===== src/rtl/count_monitor_if.sv =====
// Read side of a W-bit counter: the enable driven into the counter and the
// count it produces. The master drives both signals, which is either the
// counter together with its controller or a bench. The slave only observes
// them.
interface count_monitor_if #(
  parameter int W = 2
) ();

  logic         en;
  logic [W-1:0] c;

  modport master (output en, output c);
  modport slave  (input  en, input  c);

endinterface


===== src/rtl/count_monitor.sv =====
// Passive step checker for a W-bit up or down counter.
//
// The monitor samples (en, c) on every rising edge. From the previous sample
// it predicts the next value of c. It flags mismatches with a one-cycle err
// pulse and declares lock after LOCK_N consecutive correct steps. It also
// keeps saturating counts of mismatches and of legal wrap-arounds.
//
// After a mismatch the monitor reloads its prediction base from the observed
// value, so one bad step yields one error rather than a chain of them.
module count_monitor #(
  parameter int W      = 2,
  parameter bit DOWN   = 1'b1,
  parameter int LOCK_N = 4
) (
  input  logic                  clk,
  input  logic                  rst,      // asynchronous, active-low
  count_monitor_if.slave        bus,
  input  logic                  clr,
  output logic                  locked,
  output logic                  err,
  output logic [W-1:0]          exp,
  output logic [7:0]            err_cnt,
  output logic [7:0]            wrap_cnt
);

  localparam logic [1:0] ST_UNSYNC  = 2'd0;
  localparam logic [1:0] ST_ACQUIRE = 2'd1;
  localparam logic [1:0] ST_LOCKED  = 2'd2;

  localparam logic [W-1:0] C_ZERO    = '0;
  localparam logic [W-1:0] C_ONE     = W'(1);
  localparam logic [W-1:0] C_MAX     = '1;
  localparam logic [3:0]   GOOD_LAST = 4'(LOCK_N - 1);
  localparam logic [3:0]   GOOD_MAX  = 4'hF;
  localparam logic [7:0]   CNT_MAX   = 8'hFF;

  logic [1:0]   state;
  logic [W-1:0] prev_c;
  logic         prev_en;
  logic [3:0]   good;

  logic [W-1:0] exp_c;
  logic         comparing;
  logic         match;
  logic         mismatch;
  logic         wrap_edge;
  logic         wrap_hit;

  // Predict the next sample and classify the current one against it.
  always_comb begin
    // NOTE: every combinational output gets a default first, so no path leaves it unassigned and no latch is inferred.
    exp_c     = prev_c;
    wrap_edge = 1'b0;
    if (prev_en) begin
      exp_c = DOWN ? (prev_c - C_ONE) : (prev_c + C_ONE);
    end
    if (DOWN) begin
      wrap_edge = (prev_c == C_ZERO) && (bus.c == C_MAX);
    end else begin
      wrap_edge = (prev_c == C_MAX) && (bus.c == C_ZERO);
    end
    comparing = (state != ST_UNSYNC);
    match     = (bus.c == exp_c);
    mismatch  = comparing && !match;
    wrap_hit  = comparing && match && prev_en && wrap_edge;
  end

  // Lock state machine, with the previous-sample registers and the good-run counter.
  always_ff @(posedge clk or negedge rst) begin
    if (!rst) begin
      // NOTE: sequential state uses non-blocking assignments, so every register here sees pre-edge values of the others.
      state   <= ST_UNSYNC;
      prev_c  <= '0;
      prev_en <= 1'b0;
      good    <= '0;
    end else begin
      case (state)
        ST_UNSYNC: begin
          prev_c  <= bus.c;
          prev_en <= bus.en;
          good    <= '0;
          state   <= ST_ACQUIRE;
        end
        ST_ACQUIRE: begin
          prev_c  <= bus.c;
          prev_en <= bus.en;
          if (match) begin
            good <= good + 4'd1;
            if (good == GOOD_LAST) begin
              state <= ST_LOCKED;
            end
          end else begin
            good <= '0;
          end
        end
        ST_LOCKED: begin
          prev_c  <= bus.c;
          prev_en <= bus.en;
          if (match) begin
            if (good != GOOD_MAX) begin
              good <= good + 4'd1;
            end
          end else begin
            good  <= '0;
            state <= ST_ACQUIRE;
          end
        end
        default: begin
          state <= ST_UNSYNC;
        end
      endcase
    end
  end

  // One-cycle error pulse for each mismatching edge.
  always_ff @(posedge clk or negedge rst) begin
    if (!rst) begin
      err <= 1'b0;
    end else begin
      err <= mismatch;
    end
  end

  // Saturating event counters. A clear on an edge wins over an increment on that edge.
  always_ff @(posedge clk or negedge rst) begin
    if (!rst) begin
      err_cnt  <= '0;
      wrap_cnt <= '0;
    end else if (clr) begin
      err_cnt  <= '0;
      wrap_cnt <= '0;
    end else begin
      if (mismatch && (err_cnt != CNT_MAX)) begin
        err_cnt <= err_cnt + 8'd1;
      end
      if (wrap_hit && (wrap_cnt != CNT_MAX)) begin
        wrap_cnt <= wrap_cnt + 8'd1;
      end
    end
  end

  assign locked = (state == ST_LOCKED);
  assign exp    = exp_c;

endmodule

===== src/flat_wrapper.sv =====
// flat-port wrapper written by rule: the top's interface ports become plain ports
module count_monitor_flat 
#(
  parameter int W      = 2,
  parameter bit DOWN   = 1'b1,
  parameter int LOCK_N = 4
)
  (clk, rst, clr, locked, err, exp, err_cnt, wrap_cnt, bus_en, bus_c);
  count_monitor_if #(.W(W)) bus_i ();
  input  logic clk;
  input  logic rst;
  input  logic clr;
  output logic locked;
  output logic err;
  output logic [W-1:0] exp;
  output logic [7:0] err_cnt;
  output logic [7:0] wrap_cnt;
  input wire logic [$bits(bus_i.en)-1:0] bus_en;
  input wire logic [$bits(bus_i.c)-1:0] bus_c;
  assign bus_i.en = bus_en;
  assign bus_i.c = bus_c;
  count_monitor #(.W(W), .DOWN(DOWN), .LOCK_N(LOCK_N)) u_core (.clk(clk), .rst(rst), .bus(bus_i), .clr(clr), .locked(locked), .err(err), .exp(exp), .err_cnt(err_cnt), .wrap_cnt(wrap_cnt));
endmodule

===== config.mk =====
export PLATFORM = sky130hd
export DESIGN_NAME = count_monitor_flat
export DESIGN_NICKNAME = d
export VERILOG_FILES = /design/src/rtl/count_monitor_if.sv /design/src/rtl/count_monitor.sv /design/src/flat_wrapper.sv
export SDC_FILE = /design/constraint.sdc
export NUM_CORES = 1
export LEC_CHECK = 0
export ABC_AREA = 1
export BUFFER_PORTS_ARGS = -buffer_cell sky130_fd_sc_hd__buf_4
export CORE_MARGIN = 3
export CORE_UTILIZATION = 35
export DETAILED_ROUTE_END_ITERATION = 7
export HOLD_SLACK_MARGIN = 0.12
export PLACE_DENSITY = 0.64
export SETUP_SLACK_MARGIN = 0.3
export SLEW_MARGIN = 20
export SYNTH_ARGS = -nofsm -noshare
export SYNTH_HDL_FRONTEND = slang
export SYNTH_SLANG_ARGS = --single-unit

===== constraint.sdc =====
create_clock -name clk -period 1.85 [get_ports clk]
set_input_delay 0.0925 -clock clk [delete_from_list [all_inputs] [get_ports clk]]
set_output_delay 0.0925 -clock clk [all_outputs]
set_load 0.01 [all_outputs]

==> reports/summary.md, run 1 <==
The repair_antennas step left the layout with diodes totalling 0. For this configuration, the core starts out at a cell density of 36.6%. Terminus of the critical flop-to-flop path: u_core.err_cnt[5]. The clock transition at the registers of the reported paths was 0.10 ns.

The clock root buffer was clkbuf_8. The worst hold-check path type was input port to register. The worst setup path is captured at a register. The remaining number of nets flagged by the antenna check after routing is 0, and the instance area at placement is 2000 um2. Max-slew violation count: 0. The netlist uses 30 different library cells.

The tools report the type of origin of the critical path as a register. The endpoint arrival time on the critical path is 1.76 ns. The detail-routed via count per cell was 4.64.

From left edge to right edge, the die measures 76.5 um. Worst relative slew slack: 77.1%. TritonCTS built the clock tree.

Entering global routing, the biggest net connects 27 pins. The synthesized area is 1740 um2, and the number of port buffers is 25. From bottom edge to top edge, the die measures 76.5 um.

The logs give 0 for the number of antenna violations at the first check in global routing and 475 for the number of filler instances in the final layout. Clock latency on the worst-skew pair, taken at its later pin, is 0.27 ns. For this run, the top clock speed supported by timing is 628 MHz. In this run the static leakage power is 1.21 nW. Summing the sequential cell areas from Yosys gives 37.4% of the chip area. For the pin with the worst max-slew slack, the measured transition is 0.343 ns.

The run finished with clean final reports. The total wirelength of the detailed-routed design was 3.86 mm. The count of max-cap constraint violations was 0.

The layout cell share with drive strength beyond 1 was 27.6%. The startpoint of the worst register-to-register path was u_core.prev_c[0]. Setup repair after global routing could not meet its margin everywhere.

The hold path startpoint is clr. When the netlist entered floorplanning its net count stood at 243. The critical path is of the register to register type. In this run, synthesis produced a sequential element count of 26.

VDD sags by at most 0.422 mV. Yosys printed 0 warnings. The first global-routing pass estimated 6.63 mm of wire. The sum of negative setup slack is 0 ns, and the internal reg-to-reg setup slack is 0.26 ns. In this run the biggest area consumer among cell types represents 37.4% of the synthesized area. The count of boundary I/O pins came out at 26.

Of all cell types, the one taking the most synthesized area is dfrtp_1. Between clock sinks in the finished design, the worst skew comes to 0.0103 ns. The floorplan step defined a core boundary enclosing 4750 um2. The critical path starts at u_core.prev_c[0]. In this run the worst path has a maximum fanout of 8. Buffers inserted during clock tree synthesis total 3. The number of placement rows was 25; the number of sinks driven by the clock tree was 26. The final number of hold-violating endpoints is 0, and the mean instance size in the synthesized netlist is 7.63 um2.

In this run the power density over the cells is 765 nW/um2. The share of the cycle needed by the critical path after routing is 86.1%. Violation count after the first detailed-routing iteration: 53. Ranked by total cell area, the synthesized netlist is headed by dfrtp_1 (37%), nand2_1 (16%), nand3_1 (6.9%).

The logs give 1 for the count of H-tree levels built during CTS and 0 for the number of design rule violations left after detail routing. The logs give 1,476 for the via count of the first global-routing pass and 2.02 ns for the required time of the critical path. The run gives 13.6% as the all-layer global routing usage. In the layout the commonest cells are nand2_1 (70), buf_4 (39), dfrtp_1 (26). The finished cells cover 2270 um2. The total via count in the routed design was 1,587; the number of nets in the finished design was 291. The most common library cell in the layout ignoring fill and taps was nand2_1. The end-of-flow core utilization was 47.8%. The detailed placement HPWL was 2.64 mm.

For this run, the detailed router's first-pass iteration total came to 4. The tools report the overflow left after global routing as 0. Relative to the synthesized area, the layout overhead comes to 30.7%.

For the finished layout, the period the worst path requires is 1.59 ns. The average detailed-routed wire length per instance is 11.3 um, and the overall die area is 5850 um2. The cell count of the worst reg-to-reg path was 11.

The run gives 0.806 as the weighted congestion reported at the end of routability-driven placement. Synthesis produced 228 cells. The endpoint of the worst setup timing path was u_core.err_cnt[5]. The largest buffer count on any clock path is 2.

Setup violations remaining at the end of the flow were counted as 0.
-- Yosys cell counts (all sizes together) --
master and n:
nor2 20, nand3 26, ha 9, dfrtp 26, clkbuf 1, xnor2 3
nor3b 1, buf 1, o21ai 5, o21bai 1, nand4 4, or2 1
inv 24, xor2 5, clkinv 1, nand3b 4, and3 2, nor3 5
nand2 86, a21oi 3
-- power by group --
| part | total, mW | switching (mW) | internal, mW | leakage [nW] |
|---|---|---|---|---|
| sequential | 0.669 | 0.0468 | 0.622 | 0.349 |
| combinational | 0.595 | 0.342 | 0.253 | 0.820 |
| clock | 0.476 | 0.186 | 0.290 | 0.0357 |
| total | 1.74 | 0.574 | 1.16 | 1.21 |
-- layer usage --
metal | share of wire (%) | vias up | track usage (%)
met4 | 0.93 | 0 | 3.44
met5 | 0 | - | 0
li1 | - | 823 | -
met3 | 2.7 | 2 | 2.36
met2 | 47 | 28 | 22.8
met1 | 49 | 734 | 18.0
-- cells by family (layout without fill, tap and decap cells) --
logic type	Yosys count	count (layout)	synth area share (%)
buffers and inverters	27	72	6.61
adder cells (fa/ha/maj)	9	9	6.47
XOR/XNOR	8	8	4.03
AND/OR/NAND/NOR	149	151	42.8
AO/OA/AOI/OAI	9	9	2.73
flip-flops	26	26	37.4
-- registers in the layout, indices dropped and copies added, names as in the netlist --
name / flops
u_core.prev_en: 1
u_core.state: 2
u_core.wrap_cnt: 8
u_core.good: 4
u_core.prev_c: 2
u_core.err: 1
u_core.err_cnt: 8
-- worst min path at each step --
stage	end	cells past startpoint
global route	u_core.err_cnt[3]	4
global placement	u_core.err	1
detailed placement	u_core.err	1
floorplan	u_core.err	0
finish	u_core.err_cnt[4]	4
CTS	u_core.err_cnt[3]	4
-- stage by stage --
step           cells  power, mW  hold slack (ns)  setup slack [ns]
2_1_floorplan    228       1.02           -0.203             0.314
3_3_place_gp     319       1.17           0.0325            0.0659
3_5_place_dp     319       1.17           0.0318            0.0683
4_1_cts          338       1.75            0.166             0.275
5_1_grt          342       1.87            0.170             0.153
6_report         342       1.74            0.166             0.258
-- layout make-up --
cell class | instances | area (um2) | area share, %
inverters | 25 | 93.8 | 4.13
clock buffers | 3 | 41.3 | 1.82
well taps | 67 | 83.8 | 3.69
flip-flops and latches | 26 | 651 | 28.6
repair buffers | 43 | 333 | 14.6
multi-input cells | 177 | 1040 | 45.8
clock inverters | 1 | 30.0 | 1.32
-- repair_timing --
| action | in CTS | in global routing |
|---|---|---|
| buffers inserted | 9 | 4 |
| endpoints found under the hold margin | 29 | 0 |
| cloned | 2 | 0 |
| hold buffers | 4 | 0 |
| setup endpoints to repair | 21 | 23 |
| pin swaps | 5 | 12 |
| resized for setup | 7 | 7 |
-- worst max-delay path, stage by stage, from the launching register on --
cell     delay (ns)
dfrtp_1        0.38
inv_2          0.06
ha_4           0.27
nand2_4        0.06
o21ai_4        0.07
nand2_2        0.08
nand2_4        0.10
nand2_8        0.10
nand3_4        0.14
nand2_8        0.10
nand2_2        0.08
nand2_2        0.04
No activity file was read; power rests on OpenSTA's default activity.
==> inputs of run 2 (changes only) <==
- CELL_PAD_IN_SITES_DETAIL_PLACEMENT: unset -> 1
- CELL_PAD_IN_SITES_GLOBAL_PLACEMENT: unset -> 1
- GPL_TIMING_DRIVEN: unset -> 0
- PLACE_DENSITY: 0.64 -> unset
- PLACE_DENSITY_LB_ADDON: unset -> 0.1
==> run 2 against run 1 <==
Against the previous run:
- core utilization rose by 0.82 points
- non-clock buffer count unchanged
- cell area grew 1.7%
- hold slack worse by 0.022 ns
- fmax decreased by 0.97%
- final cell count stayed put
- sequential cell count stayed put
- largest power group unchanged
- highest routed layer unchanged
==> reports/summary.md, run 2 (same netlist as run 1, synthesis figures left out) <==
Kind of cell with the highest combined delay on the critical path: simple AND/OR/NAND/NOR gates. The shortest clock period the worst path allows after layout is 1.61 ns (+0.0156 ns). For the count of max-cap constraint violations, the log shows 0 (unchanged). The number of sinks driven by the clock tree was 26 (unchanged); the number of design rule violations left after detail routing was 0 (unchanged).

The tools report the global routing met1 resource utilization as 22.1% (+4.0 points). For the sum of negative setup slack, the log shows 0 ns (unchanged). The weighted congestion reported at the end of routability-driven placement is 0.719 (-11%), and the total via count in the routed design is 1,629 (+2.6%).

The starting utilization of the core area came out at 36.6% (unchanged). The total wirelength of the detailed-routed design came out at 4.52 mm (+17%). The worst relative slew slack came out at 75.9% (-1.2 points). For hold timing, the worst endpoint is u_core.err_cnt[1]. The tools report the startpoint of the worst register-to-register path as u_core.prev_c[0]. Setup repair after global routing could not meet its margin everywhere. The tools report the final cell count without fillers as 342 (unchanged). The run gives 27 (unchanged) as the maximum number of pins on one net before global-route repair. The detailed placement HPWL is 3.05 mm (+15%), and the cell count after placement is 319 (unchanged). Count of boundary I/O pins: 26 (unchanged). The tools report the highest achievable clock rate as 622 MHz (-0.97%). The number of placement rows came out at 25 (unchanged).

STA classifies the critical path startpoint as a register. For the maximum VDD drop, the log shows 0.360 mV (-15%). The layout cell share with drive strength beyond 1 was 30.9% (+3.3 points). The number of detailed-route iterations in the first pass was 4 (unchanged); the all-layer global routing usage was 16.1% (+2.6 points). By startpoint and endpoint, the worst setup path is classified as register to register. The critical path goes through inv_2, ha_4, nand2_4, o21ai_4, nand2_2, nand2_4, nand2_8, nand3_4, nand2_8, nand2_2, nand2_1.

Largest buffer count on any clock path: 2 (unchanged). The height of the chip was 76.5 um (unchanged); the number of failing setup endpoints in the final timing report was 0 (unchanged). The logs give 0.242 ns (-0.0156 ns) for the worst setup slack after layout and 1.79 ns (+0.03 ns) for the endpoint arrival time on the critical path. Count of inserted antenna diode cells: 0 (unchanged).

The tools report the total power draw as 1.69 mW (-2.9%). In this run the critical register-to-register path is captured at u_core.err_cnt[5]. Required time of the critical path: 2.03 ns (about the same). The tools report the static power due to leakage as 1.21 nW (+0.76%). The overall die area is 5850 um2 (unchanged). The most common library cell in the layout ignoring fill and taps was nand2_1. The clock buffer count from CTS was 3 (unchanged). Worst hold-check path type: input port to register. The run gives 0.24 ns (-0.02 ns) as the internal reg-to-reg setup slack. The tools report the met3 capacity usage during global routing as 2.01% (-0.35 points). The horizontal extent of the die is 76.5 um (unchanged). The end-of-flow core utilization came out at 48.7% (+0.82 points).

The cell depth of the worst min-delay path came out at 4 (unchanged). Detail-routed via count per cell: 4.76 (+2.6%). The final number of hold-violating endpoints is 0 (unchanged), and the delay contributed by the slowest stage of the critical path is 0.38 ns (about the same). Transition time at the pin with the least slew margin: 0.362 ns (+0.0186 ns).

The number of antenna violations at the first check in global routing came out at 0 (unchanged). The power density over cell area was 730 nW/um2 (-4.6%). The tools report the overflow left after global routing as 0 (unchanged). Compared with the post-synthesis result, the final layout area differs by 32.9%. The tools report the endpoint kind of the worst setup timing path as a register. The run finished with clean final reports. The tools report the core area as 4750 um2 (unchanged).

The maximum fanout along the worst path works out to 8 (unchanged). The worst hold path begins at clr. TritonCTS built the clock tree.

The logs give 291 (unchanged) for the number of nets in the finished design and 0.28 ns (about the same) for the later-pin clock latency in the skew report. The remaining number of nets flagged by the antenna check after routing is 0 (unchanged), and the share of the cycle needed by the critical path after routing is 86.9% (+0.84 points). The number of buffer and inverter stages on the critical path works out to 1 (unchanged).

The max-slew violation count came out at 0 (unchanged). The violation count after the first detailed-routing iteration is 31 (-42%), and the cell count of the worst reg-to-reg path is 11 (unchanged). In the layout the commonest cells are nand2_1 (68), buf_4 (37), nand3_1 (23), dfrtp_1 (23), inv_1 (20). The largest registers in the layout are u_core.err_cnt: 8 flops, u_core.wrap_cnt: 8 flops, u_core.good: 4 flops. The number of port buffers was 24 (-4.0%). The count of H-tree levels built during CTS was 1 (unchanged); the post-placement setup slack was 0.0347 ns (-0.0337 ns).

The clock transition at the registers of the reported paths came out at 0.10 ns (about the same). After global routing, the most crowded layer is met2. The average detailed-routed wire length per instance is 13.2 um (+17%). The met2 layer usage reported by global route was 26.4% (+3.5 points). The run gives 0.00493 ns (-0.00540 ns) as the clock skew after layout. The tree is rooted in a clkbuf_8. For the first-pass GRT wire length, the log shows 7.81 mm (+18%). Slowest stage cell on the critical path: dfrtp_1. The via count of the first global-routing pass was 1,638 (+11%).
## run 2: changes by cell type in the layout (fill, tap and decap cells not counted), sizes merged
cell,before,now
clkbuf,3,5
buf,39,38
bufinv,1,0
## run 2: repair_timing
item / 4_1_cts / 5_1_grt
hold buffers: 4 / 0
gates cloned: 2 / 0
gates resized for setup: 9 / 18
pin swaps: 8 / 15
setup endpoints to repair: 21 / 22
hold endpoints to repair: 29 / 0
setup buffers: 6 / 7
## run 2: area by class of cell
class | count | area (um2)
Buffer | 2 | 21.3
Sequential cell | 26 | 654
Inverter | 25 | 93.8
Tap cell | 67 | 83.8
Clock buffer | 4 | 55.1
Multi-Input combinational cell | 177 | 1080
Timing Repair Buffer | 41 | 322
Fill cell | 611 | 2440
## run 2: stage by stage
step	cell area (um2)	hold slack, ns
floorplan	1740	-0.203
global placement	2000	0.0339
detailed placement	2000	0.0367
CTS	2200	0.152
global route	2310	0.171
finish	2310	0.144
## run 2: how the worst max path moves through the flow
stage                          start                 end  depth (start not counted)
finish              u_core.prev_c[0]   u_core.err_cnt[5]                         11
global route        u_core.prev_c[0]   u_core.err_cnt[4]                         11
CTS                 u_core.prev_c[0]   u_core.err_cnt[2]                         11
detailed placement   u_core.state[0]  u_core.wrap_cnt[3]                         10
global placement     u_core.state[0]  u_core.wrap_cnt[3]                         10
floorplan           u_core.prev_c[0]   u_core.err_cnt[2]                         11
## run 2: metal layers
layer | wire length, um | vias up | part of all wire, %
li1 | - | 817 | -
met1 | 2180 | 789 | 48
met2 | 2170 | 18 | 48
met3 | 108 | 5 | 2.4
met4 | 65 | 0 | 1.4
met5 | 0 | - | 0
## run 2: power by group
part | internal [mW] | switching [mW]
logic | 0.248 | 0.361
registers | 0.626 | 0.0575
clock network | 0.191 | 0.204
## run 2: worst reg2reg max path: cells and delay by family, from the launching register on
| family | cells | cell delay [ns] |
|---|---|---|
| and+or+nand+nor | 8 | 0.71 |
| DFF | 1 | 0.38 |
| adders and majority gates | 1 | 0.27 |
| buffers and inverters | 1 | 0.07 |
| AOI/OAI and AO/OA | 1 | 0.06 |
